**src/rtl/arb_wrr_pkt_if.sv**
```systemverilog
// Handshake bundle for arb_wrr_pkt: per-requester slave beats in, one master beat stream out.
interface arb_wrr_pkt_if #(
    parameter int WIDTH     = 4,
    parameter int PLD_WIDTH = 32
);
    localparam int IDW = $clog2(WIDTH);

    logic [WIDTH-1:0]     v_vld_s;
    logic [WIDTH-1:0]     v_rdy_s;
    logic [WIDTH-1:0]     v_last_s;
    logic [PLD_WIDTH-1:0] v_pld_s [WIDTH];
    logic                 vld_m;
    logic                 rdy_m;
    logic [PLD_WIDTH-1:0] pld_m;
    logic                 last_m;
    logic [IDW-1:0]       gnt_id_m;

    modport slave (
        input  v_vld_s, v_last_s, v_pld_s, rdy_m,
        output v_rdy_s, vld_m, pld_m, last_m, gnt_id_m
    );

    modport master (
        output v_vld_s, v_last_s, v_pld_s, rdy_m,
        input  v_rdy_s, vld_m, pld_m, last_m, gnt_id_m
    );
endinterface

```
**src/rtl/arb_wrr_pkt.sv**
```systemverilog
// Packet-locked weighted round-robin arbiter with a one-entry registered master stage.
module arb_wrr_pkt #(
    parameter int WIDTH     = 4,
    parameter int PLD_WIDTH = 32,
    parameter int WGT_WIDTH = 4
) (
    input  logic                       clk,
    input  logic                       rst,
    arb_wrr_pkt_if.slave               bus,
    input  logic [WIDTH*WGT_WIDTH-1:0] v_weight
);
    localparam int IDW = $clog2(WIDTH);

    typedef enum logic {IDLE, LOCK} state_t;

    state_t               state_q, state_d;
    logic [IDW-1:0]       ptr_q, ptr_d;
    logic [IDW-1:0]       owner_q, owner_d;
    logic [WGT_WIDTH-1:0] cred_q, cred_d;
    logic                 vld_m_q, vld_m_d;
    logic                 last_m_q, last_m_d;
    logic [PLD_WIDTH-1:0] pld_m_q, pld_m_d;
    logic [IDW-1:0]       gnt_id_m_q, gnt_id_m_d;

    logic [WGT_WIDTH-1:0] wgt [WIDTH];
    logic [IDW-1:0]       sel, scan_id, gnt_id;
    logic                 sel_found, gnt_vld, load, accept;
    logic [WIDTH-1:0]     rdy;

    always_comb begin
        for (int unsigned i = 0; i < WIDTH; i++) begin
            wgt[i] = v_weight[i*WGT_WIDTH +: WGT_WIDTH];
        end
    end

    // Current pointer keeps priority only while it still has credit; otherwise it is scanned last.
    always_comb begin
        sel_found = 1'b0;
        sel       = ptr_q;
        scan_id   = '0;
        if (bus.v_vld_s[ptr_q] && cred_q != '0) begin
            sel_found = 1'b1;
        end else begin
            for (int unsigned k = 1; k <= WIDTH; k++) begin
                scan_id = IDW'((32'(ptr_q) + k) % WIDTH);
                if (!sel_found && bus.v_vld_s[scan_id]) begin
                    sel_found = 1'b1;
                    sel       = scan_id;
                end
            end
        end
    end

    always_comb begin
        gnt_vld    = (state_q == LOCK) ? 1'b1 : sel_found;
        gnt_id     = (state_q == LOCK) ? owner_q : sel;
        load       = ~vld_m_q | bus.rdy_m;
        accept     = ~rst & load & gnt_vld & bus.v_vld_s[gnt_id];
        rdy        = '0;
        state_d    = state_q;
        ptr_d      = ptr_q;
        cred_d     = cred_q;
        owner_d    = owner_q;
        vld_m_d    = vld_m_q;
        last_m_d   = last_m_q;
        pld_m_d    = pld_m_q;
        gnt_id_m_d = gnt_id_m_q;

        if (accept) begin
            rdy[gnt_id] = 1'b1;
            vld_m_d     = 1'b1;
            pld_m_d     = bus.v_pld_s[gnt_id];
            last_m_d    = bus.v_last_s[gnt_id];
            gnt_id_m_d  = gnt_id;
            case (state_q)
                IDLE: begin
                    if (sel == ptr_q && cred_q != '0) begin
                        cred_d = cred_q - WGT_WIDTH'(1);
                    end else begin
                        ptr_d  = sel;
                        cred_d = (wgt[sel] == '0) ? '0 : wgt[sel] - WGT_WIDTH'(1);
                    end
                    if (!bus.v_last_s[sel]) begin
                        state_d = LOCK;
                        owner_d = sel;
                    end
                end
                LOCK: begin
                    if (bus.v_last_s[owner_q]) state_d = IDLE;
                end
                default: state_d = IDLE;
            endcase
        end else if (bus.rdy_m) begin
            vld_m_d = 1'b0;
        end
    end

    always_ff @(posedge clk) begin
        if (rst) begin
            state_q    <= IDLE;
            ptr_q      <= IDW'(WIDTH - 1);
            cred_q     <= '0;
            owner_q    <= '0;
            vld_m_q    <= 1'b0;
            last_m_q   <= 1'b0;
            pld_m_q    <= '0;
            gnt_id_m_q <= '0;
        end else begin
            state_q    <= state_d;
            ptr_q      <= ptr_d;
            cred_q     <= cred_d;
            owner_q    <= owner_d;
            vld_m_q    <= vld_m_d;
            last_m_q   <= last_m_d;
            pld_m_q    <= pld_m_d;
            gnt_id_m_q <= gnt_id_m_d;
        end
    end

    assign bus.v_rdy_s  = rdy;
    assign bus.vld_m    = vld_m_q;
    assign bus.last_m   = last_m_q;
    assign bus.pld_m    = pld_m_q;
    assign bus.gnt_id_m = gnt_id_m_q;
endmodule

```
**src/flat_wrapper.sv**
```systemverilog
// flat-port wrapper written by rule: the top's interface ports become plain ports
module arb_wrr_pkt_flat 
#(
    parameter int WIDTH     = 4,
    parameter int PLD_WIDTH = 32,
    parameter int WGT_WIDTH = 4
)
  (clk, rst, v_weight, bus_v_vld_s, bus_v_last_s, bus_v_pld_s, bus_rdy_m, bus_v_rdy_s, bus_vld_m, bus_pld_m, bus_last_m, bus_gnt_id_m);
  arb_wrr_pkt_if #(.WIDTH(WIDTH), .PLD_WIDTH(PLD_WIDTH)) bus_i ();
  input  logic clk;
  input  logic rst;
  input  logic [WIDTH*WGT_WIDTH-1:0] v_weight;
  input wire logic [$bits(bus_i.v_vld_s)-1:0] bus_v_vld_s;
  input wire logic [$bits(bus_i.v_last_s)-1:0] bus_v_last_s;
  input wire logic [$bits(bus_i.v_pld_s)-1:0] bus_v_pld_s;
  input wire logic [$bits(bus_i.rdy_m)-1:0] bus_rdy_m;
  output wire logic [$bits(bus_i.v_rdy_s)-1:0] bus_v_rdy_s;
  output wire logic [$bits(bus_i.vld_m)-1:0] bus_vld_m;
  output wire logic [$bits(bus_i.pld_m)-1:0] bus_pld_m;
  output wire logic [$bits(bus_i.last_m)-1:0] bus_last_m;
  output wire logic [$bits(bus_i.gnt_id_m)-1:0] bus_gnt_id_m;
  assign bus_i.v_vld_s = bus_v_vld_s;
  assign bus_i.v_last_s = bus_v_last_s;
  assign bus_i.v_pld_s = {>>{bus_v_pld_s}};
  assign bus_i.rdy_m = bus_rdy_m;
  assign bus_v_rdy_s = bus_i.v_rdy_s;
  assign bus_vld_m = bus_i.vld_m;
  assign bus_pld_m = bus_i.pld_m;
  assign bus_last_m = bus_i.last_m;
  assign bus_gnt_id_m = bus_i.gnt_id_m;
  arb_wrr_pkt #(.WIDTH(WIDTH), .PLD_WIDTH(PLD_WIDTH), .WGT_WIDTH(WGT_WIDTH)) u_core (.clk(clk), .rst(rst), .bus(bus_i), .v_weight(v_weight));
endmodule
```
**config.mk**
```make
export PLATFORM = sky130hd
export DESIGN_NAME = arb_wrr_pkt_flat
export DESIGN_NICKNAME = d
export VERILOG_FILES = /design/src/rtl/arb_wrr_pkt_if.sv /design/src/rtl/arb_wrr_pkt.sv /design/src/flat_wrapper.sv
export SDC_FILE = /design/constraint.sdc
export NUM_CORES = 1
export LEC_CHECK = 0
export CAP_MARGIN = 20
export CELL_PAD_IN_SITES_DETAIL_PLACEMENT = 0
export CELL_PAD_IN_SITES_GLOBAL_PLACEMENT = 1
export CORE_ASPECT_RATIO = 0.75
export CORE_MARGIN = 2
export CORE_UTILIZATION = 25
export CTS_BUF_LIST = sky130_fd_sc_hd__clkbuf_8
export DETAILED_ROUTE_END_ITERATION = 16
export PLACE_DENSITY = 0.78
export SLEW_MARGIN = 0
export SYNTH_ARGS = -nofsm -noshare
export SYNTH_HDL_FRONTEND = slang
export SYNTH_SLANG_ARGS = --single-unit
```
**constraint.sdc**
```tcl
create_clock -name clk -period 4.58 [get_ports clk]
set_input_delay 0.916 -clock clk [delete_from_list [all_inputs] [get_ports clk]]
set_output_delay 0.916 -clock clk [all_outputs]
set_load 0.005 [all_outputs]
```
==> results.ini, run 1 <==
[hold_path]
hp-class = register to register

[die]
fp.dieH_um = 108
die_area_sq_um = 15500
std_cell_rows = 38
start_util_pct = 25.3
die-width_um = 143
ios = 195
coreArea_sq_um = 14300

[timing]
timing.fmax_mhz = 225
worst_clock_skew_ns = 0.00531
hold_viol_final = 0
drv_slew = 0
timing.final.crit_period_ns = 4.44
setup_viol = 0
hold_slack_ns = 0.461
fin_crit_sh_pct = 97.0
rsz0062_at_grt = no
tightest_slew_ns = 1.07
setup_ws_ns = 0.139
relSlewSlack_pct = 28.7

[yosys]
syn_area_sq_um = 3620
synth_seq_cells = 45
synth_seq_area_share_pct = 24.9
synthFlopType = dfxtp_1
yosys_warnings = 0
synth_cells = 388
avgSynthCellArea_sq_um = 9.32
synth-edff-count = 0
synth_cell_type_count = 52
synthArstFlopShare_pct = 0
syn_nets = 544

[global_route]
grt_overflow = 0
grt_first_pass_wirelength_mm = 16.8
grt_pass1_vias = 3434
antenna_found_initial = 0
grt_max_degree = 66
track_usage_pct = 13.6

[worst_setup_path]
arrival_ns = 3.52
end_kind = primary output
critPathRequiredTime_ns = 3.66
r2r_setup_slack_ns = 0.66
crit_fanout = 8
crit_type = input port to primary output
cp-start-kind = input port

[finish]
final_cell_mix = clkdlybuf4s50_1 (189), mux2i_1 (106), nand2_1 (48)
n_antenna_cell = 0
final_common_cell = clkdlybuf4s50_1
syn_to_final_growth_pct = 66.0
drive_above_1_share_pct = 16.1
nets = 746
stdcell_area_sq_um = 6000

[clock_tree]
cts_tree = yes
cts.sinks = 45
clock_latency_ns = 0.30
numCtsBuffers = 5
hold_buffers = 0
cts_root_buf = clkbuf_8
clk_pin_slew_ns = 0.09
h-tree-depth = 2
clockBufferDepth = 2

[pwr]
p_total_mw = 4.25
netSwitchingFraction_pct = 42.3
p_leak_nw = 2.53
p_int_mw = 2.45
seqPwrFrac_pct = 15.5
power.density_nw_per_um2 = 708
peakVddDrop_uv = 590
netSwitchingPower_mw = 1.80
p_clk_share_pct = 5.7
p_comb_share_pct = 78.7

[place]
place_area_sq_um = 5830
port_buffers = 194
dp_slack_ns = -0.279
hpwl_mm = 8.92
place.gp.congestion = 0.848

[route]
post_drt_wl_per_cell_um = 14.3
first_pass_iters = 4
ant_nets = 0
num_vias = 3633
vias_per_cell = 4.59
routed_wirelength_mm = 11.3
drc = 0
drt_iter0_markers = 108

[run_status]
status = completed

[job]
maxCapViolCount = 0

[power by group through the flow]
stage	registers, mW	clock network [mW]	logic (mW)
global placement	0.660	0	3.21
floorplan	0.615	0	2.47
global route	0.681	0.272	3.62
finish	0.660	0.244	3.35
CTS	0.658	0.262	3.34
detailed placement	0.666	0	3.26
[cells in the mapped netlist (2+ instances only)]
master | instances | area, sq um
inv_1 | 5 | 18.8
a31oi_1 | 3 | 18.8
clkbuf_1 | 7 | 26.3
mux2_1 | 2 | 22.5
nor2_1 | 12 | 45.0
dfxtp_1 | 45 | 901
a21oi_1 | 9 | 45.0
mux4_2 | 4 | 90.1
a211oi_1 | 4 | 30.0
nand2_1 | 48 | 180
nand4_1 | 4 | 25.0
o31ai_1 | 2 | 15.0
o31a_1 | 3 | 26.3
mux2i_1 | 107 | 1070
nand2b_1 | 2 | 12.5
o21a_1 | 2 | 15.0
buf_2 | 10 | 50.1
o211ai_1 | 5 | 37.5
mux2_2 | 36 | 405
and2_1 | 3 | 18.8
nor3_1 | 5 | 25.0
and3_1 | 3 | 18.8
nor3b_1 | 3 | 22.5
and2b_1 | 2 | 15.0
nand3_1 | 12 | 60.1
nor2b_1 | 5 | 31.3
o21ai_1 | 2 | 10.0
buf_6 | 9 | 101
buf_4 | 4 | 30.0
o21ai_0 | 8 | 40.0
[metal layers]
metal / part of all wire [%] / wire length, um / GRT usage (%)
met2: 47 / 5370 / 23.3
met5: 0 / 0 / 0
met3: 8.8 / 1000 / 3.37
met4: 0.62 / 70 / 2.69
met1: 43 / 4900 / 17.3
[cells by family after synthesis]
kind of cell / share of synthesized area [%]
mux: 43.9
simple gates: 14.7
compound gates: 9.51
flops: 24.9
buf+inv: 6.36
xor+xnor: 0.242
fa+ha+maj: 0.346
[flip-flops by register name, summed over array words and instances, names as in the netlist]
name                 count
u_core.owner_q           2
u_core.bus.vld_m         1
u_core.bus.last_m        1
u_core.cred_q            4
u_core.state_q           1
u_core.bus.gnt_id_m      2
u_core.bus.pld_m        32
u_core.ptr_q             2
[worst max-delay path, cell delays in order]
cell and delay [ns]:
dlygate4sd2_1 0.28, buf_6 0.15, or3b_4 0.38, o32ai_4 0.24
buf_4 0.15, buf_4 0.10, buf_4 0.09, o211ai_1 0.13
o21a_1 0.20, o31ai_1 0.21, and3_1 0.18, clkdlybuf4s50_1 0.50
[final timing paths]
check / start / end / cells after the start
setup reg to reg: u_core.ptr_q[0] / u_core.bus.pld_m[12] / 13
setup / recovery: bus_v_vld_s[1] / bus_v_rdy_s[3] / 12
hold reg to reg: u_core.bus.pld_m[9] / u_core.bus.pld_m[9] / 2
hold / removal: u_core.bus.pld_m[9] / u_core.bus.pld_m[9] / 2
[stage by stage]
stage	cells	utilization [%]	setup TNS [ns]
after CTS	789	41.7	0
after global routing	791	42.0	0
after floorplan	388	-	0
after detailed placement	777	40.7	-0.813
final	791	42.0	0
after global placement	777	40.7	-0.520
[cell type report]
type | instances | area (sq um)
Clock buffer | 5 | 68.8
Clock inverter | 3 | 13.8
Fill cell | 1389 | 8310
Inverter | 6 | 22.5
Multi-Input combinational cell | 307 | 2560
Sequential cell | 45 | 901
Tap cell | 200 | 250
Timing Repair Buffer | 225 | 2190
[repair_timing]
action	4_1_cts	5_1_grt
gates resized for setup	10	8
buffers inserted	4	2
pin swaps	6	7
setup endpoints to repair	4	3
(Power assumes the default switching activity.)
==> inputs of run 2 (changes only) <==
- DONT_BUFFER_PORTS: unset -> 1
- PLACE_DENSITY: 0.78 -> 0.54
- REMOVE_ABC_BUFFERS: unset -> 1
==> run 2 against run 1 <==
Compared with the run above: clock power rose by 7%; total power fell by 12%; first-iteration DRC count rose by 49%; critical endpoint is now bus_v_rdy_s[2]; combinational power fell by 17%; critical path type is now register to primary output; worst hold slack improved by 0.021 ns; sequential share of layout area rose by 8.4 points; setup slack improved by 0.32 ns; highest routed layer unchanged; routed wire length fell by 18%.
==> results.ini, run 2 (synthesis results as in run 1) <==
[place]
port_buffers = 0
dp.cells = 566
place_area_sq_um = 3760
hpwl_mm = 7.04
dp_slack_ns = 0.506
place.gp.congestion = 0.764

[worst_setup_path]
critPathRequiredTime_ns = 3.66
r2r_start = u_core.ptr_q[0]
cp-start-kind = register
crit_chain = or4b_1, o32ai_2, o31a_1, o211a_1, nand3_1, a21oi_1, o21a_1, and3_1
crit_slowest_cell = dfxtp_1
crit_type = register to primary output
worst_r2r_path_depth = 8
slowest_delay_ns = 0.66
end_kind = primary output
r2r_setup_slack_ns = 1.08
rr_endpoint = u_core.bus.pld_m[14]
arrival_ns = 3.21
crit_fanout = 15

[pwr]
peakVddDrop_uv = 247
p_total_mw = 3.73
p_leak_nw = 1.64
power.density_nw_per_um2 = 969

[die]
coreArea_sq_um = 14300
std_cell_rows = 38
die-width_um = 143
fp.dieH_um = 108
ios = 195
start_util_pct = 25.3
die_area_sq_um = 15500

[route]
drc = 0
vias_per_cell = 4.93
routed_wirelength_mm = 9.27
post_drt_wl_per_cell_um = 16.2
first_pass_iters = 4
ant_nets = 0
num_vias = 2826
drt_iter0_markers = 161

[timing]
hold_viol_final = 0
timing.fmax_mhz = 242
fin_crit_sh_pct = 90.1
tns_ns = 0
drv_slew = 0
worst_clock_skew_ns = 0.00648
rsz0062_at_grt = no
relSlewSlack_pct = 47.1
tightest_slew_ns = 0.791
setup_viol = 0
timing.final.crit_period_ns = 4.13
setup_ws_ns = 0.454
hold_slack_ns = 0.481

[finish]
final_common_cell = mux2i_1
stdcell_area_sq_um = 3840
largest_reg_flops = 32
final_cell_mix = mux2i_1 (107), nand2_1 (48), dfxtp_1 (45)
final_util_pct = 26.9
nets = 529
syn_to_final_growth_pct = 6.30
fin_cells = 573
drive_above_1_share_pct = 17.2
n_antenna_cell = 0

[global_route]
grt_overflow = 0
track_usage_pct = 11.6
grt_max_degree = 41
grt_pass1_vias = 2625
antenna_found_initial = 0
grt_first_pass_wirelength_mm = 13.8

[clock_tree]
post-cts-setup-buffers = 0
cts-resized-gates = 0
clk_pin_slew_ns = 0.09
hold_buffers = 0
numCtsBuffers = 5
cts.sinks = 45
clock_latency_ns = 0.31
cts_tree = yes
cts_root_buf = clkbuf_8
h-tree-depth = 2
clockBufferDepth = 2

[hold_path]
hp-class = register to register
min-delay-start = u_core.bus.pld_m[12]
whs_endpoint = u_core.bus.pld_m[12]
holdPathStages = 2

[run_status]
status = completed

[job]
maxCapViolCount = 0

-- run 2: changes by cell type in the layout (fill, tap and decap cells not counted), moves of 2 or more --
cell,before,now
clkinv_2,2,0
clkdlybuf4s50_1,189,0
buf_6,2,0
dlygate4sd2_1,2,0
buf_4,28,7
-- run 2: how the worst max path moves through the flow --
stage	endpoint	slack, ns	start	cells past startpoint
global route	bus_v_rdy_s[2]	0.16	u_core.ptr_q[0]	8
detailed placement	bus_v_rdy_s[2]	0.51	bus_v_vld_s[2]	8
finish	bus_v_rdy_s[2]	0.45	u_core.ptr_q[0]	8
CTS	bus_v_rdy_s[2]	0.42	u_core.ptr_q[0]	8
global placement	bus_v_rdy_s[2]	0.55	bus_v_vld_s[2]	8
floorplan	bus_v_rdy_s[2]	-1.21	bus_v_vld_s[2]	6
-- run 2: power breakdown --
group	total, mW	internal, mW	leakage, nW	switching (mW)
logic	2.78	1.38	1.22	1.40
clock network	0.261	0.118	0.0485	0.143
registers	0.681	0.532	0.371	0.149
-- run 2: critical path: cells and delay by family (launching register included) --
family	cells	cell delay, ns
AO/OA/AOI/OAI	5	1.42
flip-flops	1	0.66
AND/OR/NAND/NOR	3	0.82
-- run 2: final cells by class --
| class | count | area (sq um) |
|---|---|---|
| fillers | 1525 | 10500 |
| flip-flops and latches | 45 | 901 |
| clock inverters | 1 | 3.75 |
| repair buffers | 8 | 72.6 |
| inverters | 6 | 22.5 |
| multi-input cells | 307 | 2510 |
| well taps | 200 | 250 |
| clock buffers | 6 | 82.6 |
-- run 2: layer usage --
| metal | share of wire [%] | track usage, % | up-vias |
|---|---|---|---|
| met3 | 6.8 | 2.39 | 10 |
| met2 | 45 | 18.3 | 119 |
| li1 | - | - | 1389 |
| met4 | 1.4 | 4.03 | 0 |
| met5 | 0 | 0 | - |
| met1 | 47 | 15.7 | 1308 |
